$ cat src/rtl/ex_muldiv_unit.sv
// ex_muldiv_unit
//   Iterative radix-2 multiply/divide engine for the EX stage. It runs signed and
//   unsigned 32x32 multiply (shift-add) and divide (restoring) on operand
//   magnitudes. Signs are applied in a single FIXUP cycle. The {Hi,Lo} result
//   feeds ALU64ResultIn of the EX/MEM register.
//
//   Ports
//     Clk             rising-edge clock
//     Rst_n           asynchronous active-low reset
//     StartIn         start request, honoured only in IDLE or DONE
//     OpIn[1:0]       00 MULT, 01 MULTU, 10 DIV, 11 DIVU (sampled with StartIn)
//     AIn, BIn        multiplicand/dividend, multiplier/divisor
//     FlushIn         synchronous abort; wins over StartIn
//     BusyOut         high in BUSY and FIXUP (pipeline stall request)
//     DoneOut         one-cycle pulse while in DONE
//     ALU64ResultOut  {Hi,Lo}; holds the last completed result
//     DivByZeroOut    set with DoneOut for a zero divisor, cleared on next accept
//
//   Build option
//     MULDIV_EARLY_OUT_EN  multiplies leave BUSY once the remaining multiplier
//                          bits are zero, and a final alignment shift is applied.
module ex_muldiv_unit #(
  parameter int DATA_W = 32
) (
  input  logic                Clk,
  input  logic                Rst_n,
  input  logic                StartIn,
  input  logic [1:0]          OpIn,
  input  logic [DATA_W-1:0]   AIn,
  input  logic [DATA_W-1:0]   BIn,
  input  logic                FlushIn,
  output logic                BusyOut,
  output logic                DoneOut,
  output logic [2*DATA_W-1:0] ALU64ResultOut,
  output logic                DivByZeroOut
);
  localparam int CNT_W = $clog2(DATA_W);

  typedef enum logic [1:0] {IDLE, BUSY, FIXUP, DONE} state_t;
  state_t state, stateNext;

  logic                isDivReg;
  logic [DATA_W-1:0]   aRaw;     // dividend as presented, for the divide-by-zero Hi
  logic [DATA_W-1:0]   magA;     // multiplicand magnitude / quotient shift register
  logic [DATA_W-1:0]   magB;     // multiplier shift register / divisor magnitude
  logic                signNeg;  // product and quotient share the sign A^B
  logic                remNeg;
  logic [2*DATA_W-1:0] acc;      // product; upper half doubles as the remainder
  logic [CNT_W-1:0]    cnt;

  logic                accept, lastIter, earlyExit, qBit, divZero;
  logic [DATA_W:0]     mulSum, remShift;
  logic [DATA_W+1:0]   trial;
  logic [2*DATA_W-1:0] prodAligned, mulResult, divResult;

  function automatic logic [DATA_W-1:0] absVal(input logic signed [DATA_W-1:0] v);
    return v[DATA_W-1] ? -v : v;
  endfunction

  function automatic logic [DATA_W-1:0] negW(input logic [DATA_W-1:0] v);
    return -v;
  endfunction

  function automatic logic [2*DATA_W-1:0] neg2W(input logic [2*DATA_W-1:0] v);
    return -v;
  endfunction

  assign accept   = ((state == IDLE) || (state == DONE)) && StartIn && !FlushIn;
  assign lastIter = &cnt;
  assign BusyOut  = (state == BUSY) || (state == FIXUP);
  assign DoneOut  = (state == DONE);

`ifdef MULDIV_EARLY_OUT_EN
  // The multiplier is consumed LSB-first, so once only its LSB remains this is
  // the last iteration that can add anything.
  assign earlyExit = !isDivReg && (magB[DATA_W-1:1] == '0);
`else
  assign earlyExit = 1'b0;
`endif

  // One shift-add step: the carry out of the upper half is kept as the new MSB.
  assign mulSum   = {1'b0, acc[2*DATA_W-1:DATA_W]} + (magB[0] ? {1'b0, magA} : '0);
  // One restoring-divide step: shift the next dividend bit in, trial-subtract.
  assign remShift = {acc[2*DATA_W-1:DATA_W], magA[DATA_W-1]};
  assign trial    = {1'b0, remShift} - {2'b00, magB};
  assign qBit     = ~trial[DATA_W+1];

  always_comb begin
    prodAligned = acc;
`ifdef MULDIV_EARLY_OUT_EN
    // After k iterations the partial product sits k bits short of its final
    // position. A zero counter means all DATA_W iterations ran (it wrapped).
    if (cnt != '0)
      prodAligned = acc >> ((CNT_W+1)'(DATA_W) - {1'b0, cnt});
`endif
    mulResult = signNeg ? neg2W(prodAligned) : prodAligned;
    divZero   = (magB == '0);
    if (divZero)
      divResult = {aRaw, {DATA_W{1'b1}}};
    else
      divResult = {remNeg  ? negW(acc[2*DATA_W-1:DATA_W]) : acc[2*DATA_W-1:DATA_W],
                   signNeg ? negW(magA) : magA};
  end

  always_ff @(posedge Clk or negedge Rst_n) begin
    if (!Rst_n) state <= IDLE;
    else        state <= stateNext;
  end

  always_comb begin
    stateNext = state;
    if (FlushIn) begin
      stateNext = IDLE;
    end else begin
      case (state)
        IDLE:    if (StartIn) stateNext = BUSY;
        BUSY:    if (lastIter || earlyExit) stateNext = FIXUP;
        FIXUP:   stateNext = DONE;
        DONE:    stateNext = StartIn ? BUSY : IDLE;
        default: stateNext = IDLE;
      endcase
    end
  end

  always_ff @(posedge Clk or negedge Rst_n) begin
    if (!Rst_n) begin
      isDivReg       <= 1'b0;
      aRaw           <= '0;
      magA           <= '0;
      magB           <= '0;
      signNeg        <= 1'b0;
      remNeg         <= 1'b0;
      acc            <= '0;
      cnt            <= '0;
      ALU64ResultOut <= '0;
      DivByZeroOut   <= 1'b0;
    end else if (accept) begin
      isDivReg     <= OpIn[1];
      aRaw         <= AIn;
      magA         <= OpIn[0] ? AIn : absVal(AIn);
      magB         <= OpIn[0] ? BIn : absVal(BIn);
      signNeg      <= !OpIn[0] && (AIn[DATA_W-1] ^ BIn[DATA_W-1]);
      remNeg       <= !OpIn[0] && AIn[DATA_W-1];
      acc          <= '0;
      cnt          <= '0;
      DivByZeroOut <= 1'b0;
    end else if (state == BUSY && !FlushIn) begin
      cnt <= cnt + 1'b1;
      if (isDivReg) begin
        acc[2*DATA_W-1:DATA_W] <= qBit ? trial[DATA_W-1:0] : remShift[DATA_W-1:0];
        magA                   <= {magA[DATA_W-2:0], qBit};
      end else begin
        acc  <= {mulSum, acc[DATA_W-1:1]};
        magB <= magB >> 1;
      end
    end else if (state == FIXUP && !FlushIn) begin
      ALU64ResultOut <= isDivReg ? divResult : mulResult;
      DivByZeroOut   <= isDivReg && divZero;
    end
  end
endmodule

$ cat config.mk
export PLATFORM = sky130hd
export DESIGN_NAME = ex_muldiv_unit
export DESIGN_NICKNAME = d
export VERILOG_FILES = /design/src/rtl/ex_muldiv_unit.sv
export SDC_FILE = /design/constraint.sdc
export NUM_CORES = 1
export LEC_CHECK = 0
export BUFFER_PORTS_ARGS = -buffer_cell sky130_fd_sc_hd__buf_2
export CAP_MARGIN = 10
export CORE_MARGIN = 3
export CORE_UTILIZATION = 33
export CTS_CLUSTER_DIAMETER = 200
export DETAILED_ROUTE_END_ITERATION = 10
export PLACE_DENSITY_LB_ADDON = 0.2
export SYNTH_ARGS = -nofsm -noshare
export SYNTH_HDL_FRONTEND = slang
export SYNTH_SLANG_ARGS = --single-unit
$ cat constraint.sdc
create_clock -name Clk -period 9.3 [get_ports Clk]
set_input_delay 0.465 -clock Clk [delete_from_list [all_inputs] [get_ports Clk]]
set_output_delay 0.465 -clock Clk [all_outputs]
set_load 0.03 [all_outputs]
### Yosys cells after proc, flatten, opt, wreduce, memory -nomap -nowiden

Cells that the tools add are included.

* bits in latches: 0
* bits in writable memories: 0
* memories: 0
* ROM bits: 0
* bits in registers: 235
* logic and storage cells: 84

* equality and inequality tests: 7
* reduce and logical (&&, ||, !) cells: 22
* shift-type cells: 0
* add/subtract/negate cells: 8
* $lt $le $gt $ge: 0
* bitwise gates (word level): 4
* divide/modulo/power cells: 0
* multipliers: 0
* mux-type cells: 31

Operator list (count)
* $mux 32: 16
* $mux 64: 5
* $neg 32->32: 4
* $neg 64->64: 1
* $sub 33x32->34: 1
* $add 32x32->33: 1
* $logic_not 32->1: 1
* $mux 5: 2
* $pmux 2 s4: 1
* $reduce_and 2->1: 4
* $logic_and 1x1->1: 7
* $mux 2: 3
* $ne 3x3->1 const B: 2
* $reduce_bool 2->1: 3
* $add 5x1->5 const B: 1
* $reduce_and 5->1: 1
* $eq 2x2->1 const B: 2
* $mux 1: 4
* $not 1->1: 3
* $reduce_and 3->1: 1
* $eq 2x1->1 const B: 1
* $logic_not 1->1: 2
* $logic_not 2->1: 1
* $logic_or 1x1->1: 2
* 3 further kinds: 3

### Logic depth before layout (Yosys ltp)

* word-level depth: 6
* mapped depth: 14
* mapped depth without buffers: 13

### Least setup slack after synthesis

No wires, ideal clock.

* kind: register to register
* start: register magB[0]
* end: register acc[61]
* setup time: 0.126 ns
* buffers on the path: 1
* data required time: 9.174 ns
* arrival: 3.392 ns
* setup slack: 5.782 ns
* cell stages (with the launch flop): 15
* cell sequence: dfrtp_1 clkbuf_1 and2_1 ha_1 inv_1 fa_1 nor2b_1 o221ai_1 a211oi_1 o21ai_0 o311a_1 o21ai_0 nand4_1 nor3b_1 a221o_1

* longest elaborated chain between the ends: 5

RTL lines
* from (decl): line 45 `logic [DATA_W-1:0] magB;`
* from (signal assigned): line 141 `magB <= OpIn[0] ? BIn : absVal(BIn);`
* from (signal assigned): line 154 `magB <= magB >> 1;`
* $sub 33x32->34 or $mux 32 (tied branches): line 85, 82
* $mux 32 or $add 32x32->33 (tied branches): line 150, 82
* $mux 32 (*): line 149 `if (isDivReg) begin`
* $mux 64 (*): line 147 `end else if (state == BUSY && !FlushIn) begin`
* $mux 64 (*): line 137 `end else if (accept) begin`
* to (signal, indexed assignment): line 150 `acc[2*DATA_W-1:DATA_W] <= qBit ? trial[DATA_W-1:0] : remShift[DATA_W-1:0];`
* to (signal assigned): line 153 `acc <= {mulSum, acc[DATA_W-1:1]};`
* to (decl): line 48 `logic [2*DATA_W-1:0] acc;`

Every way passes the cells marked *; elsewhere a longest branch is shown, timed or not. The select of a mux whose other input is x is not followed.
A chain may end at the register's enable or synchronous reset.

### Worst setup path after layout

Ends and elaborated chain as after synthesis.

==> results.sh <==
export IMPL_clk_path_buf_depth=3
export IMPL_clock_sinks=235
export IMPL_multiInputGateArea_mm2=0.0115
export IMPL_layout_area_overhead_vs_synth_pct=12.1
export IMPL_fp_dieArea_mm2=0.0580
export IMPL_finalClockSkew_ns=0.0281
export IMPL_status="completed"
export IMPL_yosysSeqAreaShare_pct=32.3
export IMPL_die_height_um=241
export IMPL_initial_utilization_pct=33.6
export IMPL_route_detailed_vias_per_inst=5.55
export IMPL_number_of_core_rows=85
export IMPL_reg2reg_depth=13
export IMPL_x_dimension_of_the_die_um=241
export IMPL_timing_max_cap_violations=0
export IMPL_finish_net_count=2526
export IMPL_maximum_number_of_pins_on_one_net_before_global_route_repair=114
export IMPL_ioPinCount=137
export IMPL_initialDrtViolationCount=1364
export IMPL_grt_pass1_vias=16300
export IMPL_groute_usage_overall_pct=20.8
export IMPL_drive_gt1_share_pct=9.83
export IMPL_core_region_area_mm2=0.0541
export IMPL_clock_fmax_mhz=220
export IMPL_wire_per_inst_um=19.8
export IMPL_ys_warn_count=0
export IMPL_port_buffers=136
export IMPL_most_used_dff_post_synth="dfrtp_1"
export IMPL_cp_common_cell="o21ai_0"
export IMPL_synth_edf_count=0
export IMPL_cts_root_buf="clkbuf_16"
export IMPL_wire_length_of_the_first_global_routing_pass_um=95300
export IMPL_criticalPathCategory="reg -> reg"
export IMPL_postSynthAreaPerCell_um2=7.78
export IMPL_netlist_instances=2337
export IMPL_register_area_mm2=0.00589
export IMPL_report_final_slew_viol_count=0
export IMPL_whs_path_depth=3
export IMPL_setup_violations_final=0
export IMPL_power_leakage_nw=9.25
export IMPL_synth_distinct_cells=69
export IMPL_crit_path_cell_trace="and2_1, ha_1, inv_1, fa_1, nor2b_1, o221ai_1, a211oi_1, o21ai_0, o311a_1, o21ai_0, nand4_1, nor3b_1, a221o_1"
export IMPL_maximum_vdd_drop_mv=0.175
export IMPL_post_place_ws_ns=4.81
export IMPL_detailedPlacementHpwl_um=46000
export IMPL_syn_nets=2486
export IMPL_worst_setup_hold_path_clk_slew_ns=0.06
export IMPL_clock_insertion_delay_worst_skew_ns=0.60
export IMPL_count_of_h_tree_levels_built_during_cts=1
export IMPL_gp_congestion=0.880
export IMPL_period_minus_slack_ns=4.54
export IMPL_hp_start="OpIn[1]"
export IMPL_critical_path_peak_fanout=35
export IMPL_drtAntennaViolNets=0
export IMPL_clock_tree_from_tritoncts="yes"
export IMPL_drtPass1Iterations=5
export IMPL_relSlewSlack_pct=14.9
export IMPL_detailroute_via_count=17200
export IMPL_syn_cell_area_mm2=0.0182
export IMPL_initial_antenna_violation_count=3
export IMPL_num_fill_cells=5678
export IMPL_rsz0062_at_grt="no"
export IMPL_p_per_area_mw_per_mm2=375
export IMPL_worst_setup_path_start_kind="register"
export IMPL_final_period_utilization_pct=48.9
export IMPL_crit_slowest_cell="dfrtp_1"
export IMPL_postRouteWirelength_um=61500
export IMPL_number_of_flip_flops_and_latches_in_the_synthesized_netlist=235
export IMPL_worst_slew_pin_transition_ns=1.28
export IMPL_startpoint="magB[0]$_DFFE_PN0P_"
export IMPL_worstReg2RegStart="magB[0]$_DFFE_PN0P_"
export IMPL_min_delay_path_class="in -> reg"
export IMPL_cts_inserted_buffers=30
export IMPL_timing_final_hold_violations=0
export IMPL_worstPathRequired_ns=9.77
export IMPL_critical_path_endpoint_type="register"
export IMPL_fin_tns_setup_ns=0
export IMPL_cpPeakStageDelay_ns=0.94
export IMPL_ys_async_sr_fraction_pct=100
export IMPL_remaining_global_route_overflow=0
export IMPL_critPathArrivalTime_ns=5.02
export IMPL_route_detailed_drc=0
export IMPL_final_critical_path_setup_slack_ns=4.76
synth_stat cells, types with 26 or more instances:
master	instances	share of area, %
o31ai_1	41	1.7
nand2_1	427	8.8
nor3_1	26	0.72
or3_1	26	0.89
nor2_1	136	2.8
inv_1	72	1.5
dfrtp_1	235	32
mux2i_1	43	2.4
xor2_1	64	3.1
o21ai_0	283	7.8
ha_1	77	5.3
and2_1	37	1.3
a21o_1	27	1.1
a211oi_1	32	1.3
clkbuf_1	129	2.7
xnor2_1	160	7.7
nor4_1	26	0.89
a21oi_1	166	4.6
o22ai_1	28	0.96
layout by cell type, fill, tap and decap left out, types with 21 or more instances in the layout:
master | synthesis | final
nand2_1 | 427 | 425
o21ai_0 | 283 | 283
dfrtp_1 | 235 | 233
a21oi_1 | 166 | 165
xnor2_1 | 160 | 160
buf_2 | 0 | 135
nor2_1 | 136 | 133
ha_1 | 77 | 77
inv_1 | 72 | 72
xor2_1 | 64 | 64
mux2i_1 | 43 | 43
o31ai_1 | 41 | 41
and2_1 | 37 | 37
a211oi_1 | 32 | 32
clkbuf_16 | 0 | 30
o22ai_1 | 28 | 28
a21o_1 | 27 | 27
nor4_1 | 26 | 26
nor3_1 | 26 | 26
or3_1 | 26 | 26
or4_1 | 21 | 21
o41ai_1 | 21 | 21
nand3_1 | 21 | 21
final cells by class:
| cell class | instances | area share [%] |
|---|---|---|
| diodes | 1 | 0.0123 |
| clock buffers | 43 | 4.27 |
| clock inverters | 13 | 0.601 |
| inverters | 73 | 1.34 |
| multi-input cells | 1880 | 56.5 |
| flip-flops and latches | 235 | 28.9 |
| well taps | 696 | 4.27 |
| repair buffers | 157 | 4.17 |
cell families after synthesis:
| group | count (synthesis) | share of synthesized area, % |
|---|---|---|
| compound gates | 719 | 23.8 |
| xor+xnor | 224 | 10.8 |
| fa+ha+maj | 79 | 5.52 |
| buf+inv | 222 | 4.61 |
| flops | 235 | 32.3 |
| mux | 45 | 2.49 |
| simple gates | 813 | 20.4 |
critical path: cells and delay by family, from the launching register on:
family,cells,cell delay (ns)
compound gates,6,2.10
fa+ha+maj,2,0.58
buf+inv,1,0.07
flops,1,0.94
simple gates,4,0.73
timing repair:
item	in CTS	in global routing
gates resized for setup	0	0
endpoints found under the hold margin	86	0
setup endpoints to repair	0	0
setup buffers	0	0
hold buffers	1	0
power by group:
part | internal [W] | switching [W]
clock network | 0.000678 | 0.000487
registers | 0.00141 | 0.000629
logic | 0.00166 | 0.00279
total | 0.00374 | 0.00390
state kept, by name, summed over array words and instances, names as in the netlist:
register        flops
magB               32
ALU64ResultOut     64
DivByZeroOut        1
acc                64
cnt                 5
aRaw               32
remNeg              1
magA               32
signNeg             1
isDivReg            1
state               2
stage by stage:
| step | instances | hold WS [ns] | total power, W | cell area (µm²) | util, % |
|---|---|---|---|---|---|
| final | 3098 | 0.112 | 0.00765 | 20400 | 37.7 |
| after global routing | 3097 | 0.0934 | 0.00829 | 20400 | 37.7 |
| after CTS | 3097 | 0.0833 | 0.00765 | 20400 | 37.7 |
| after detailed placement | 3040 | 0.462 | 0.00646 | 19400 | 35.8 |
| after global placement | 3040 | 0.458 | 0.00641 | 19400 | 35.8 |
| after floorplan | 2337 | 0.169 | 0.00509 | 18200 | - |
path summary, 6_finish.rpt:
path	slack [ns]	end
max	4.76	acc[61]$_DFFE_PN0N_
min	0.11	isDivReg$_DFFE_PN0P_
max reg2reg	4.76	acc[61]$_DFFE_PN0N_
min reg2reg	0.47	ALU64ResultOut[61]$_DFFE_PN0P_
max in group asynchronous	7.29	acc[2]$_DFFE_PN0P_
min in group asynchronous	0.47	acc[24]$_DFFE_PN0P_
routing by layer:
| layer | GRT usage, % | up-vias | share of wire (%) |
|---|---|---|---|
| li1 | - | 8349 | - |
| met3 | 2.47 | 66 | 5.6 |
| met4 | 4.31 | 2 | 1.8 |
| met2 | 33.0 | 458 | 45 |
| met1 | 30.6 | 8324 | 48 |
| met5 | 0 | - | 0.021 |
Power figures use the tool's default switching activity.
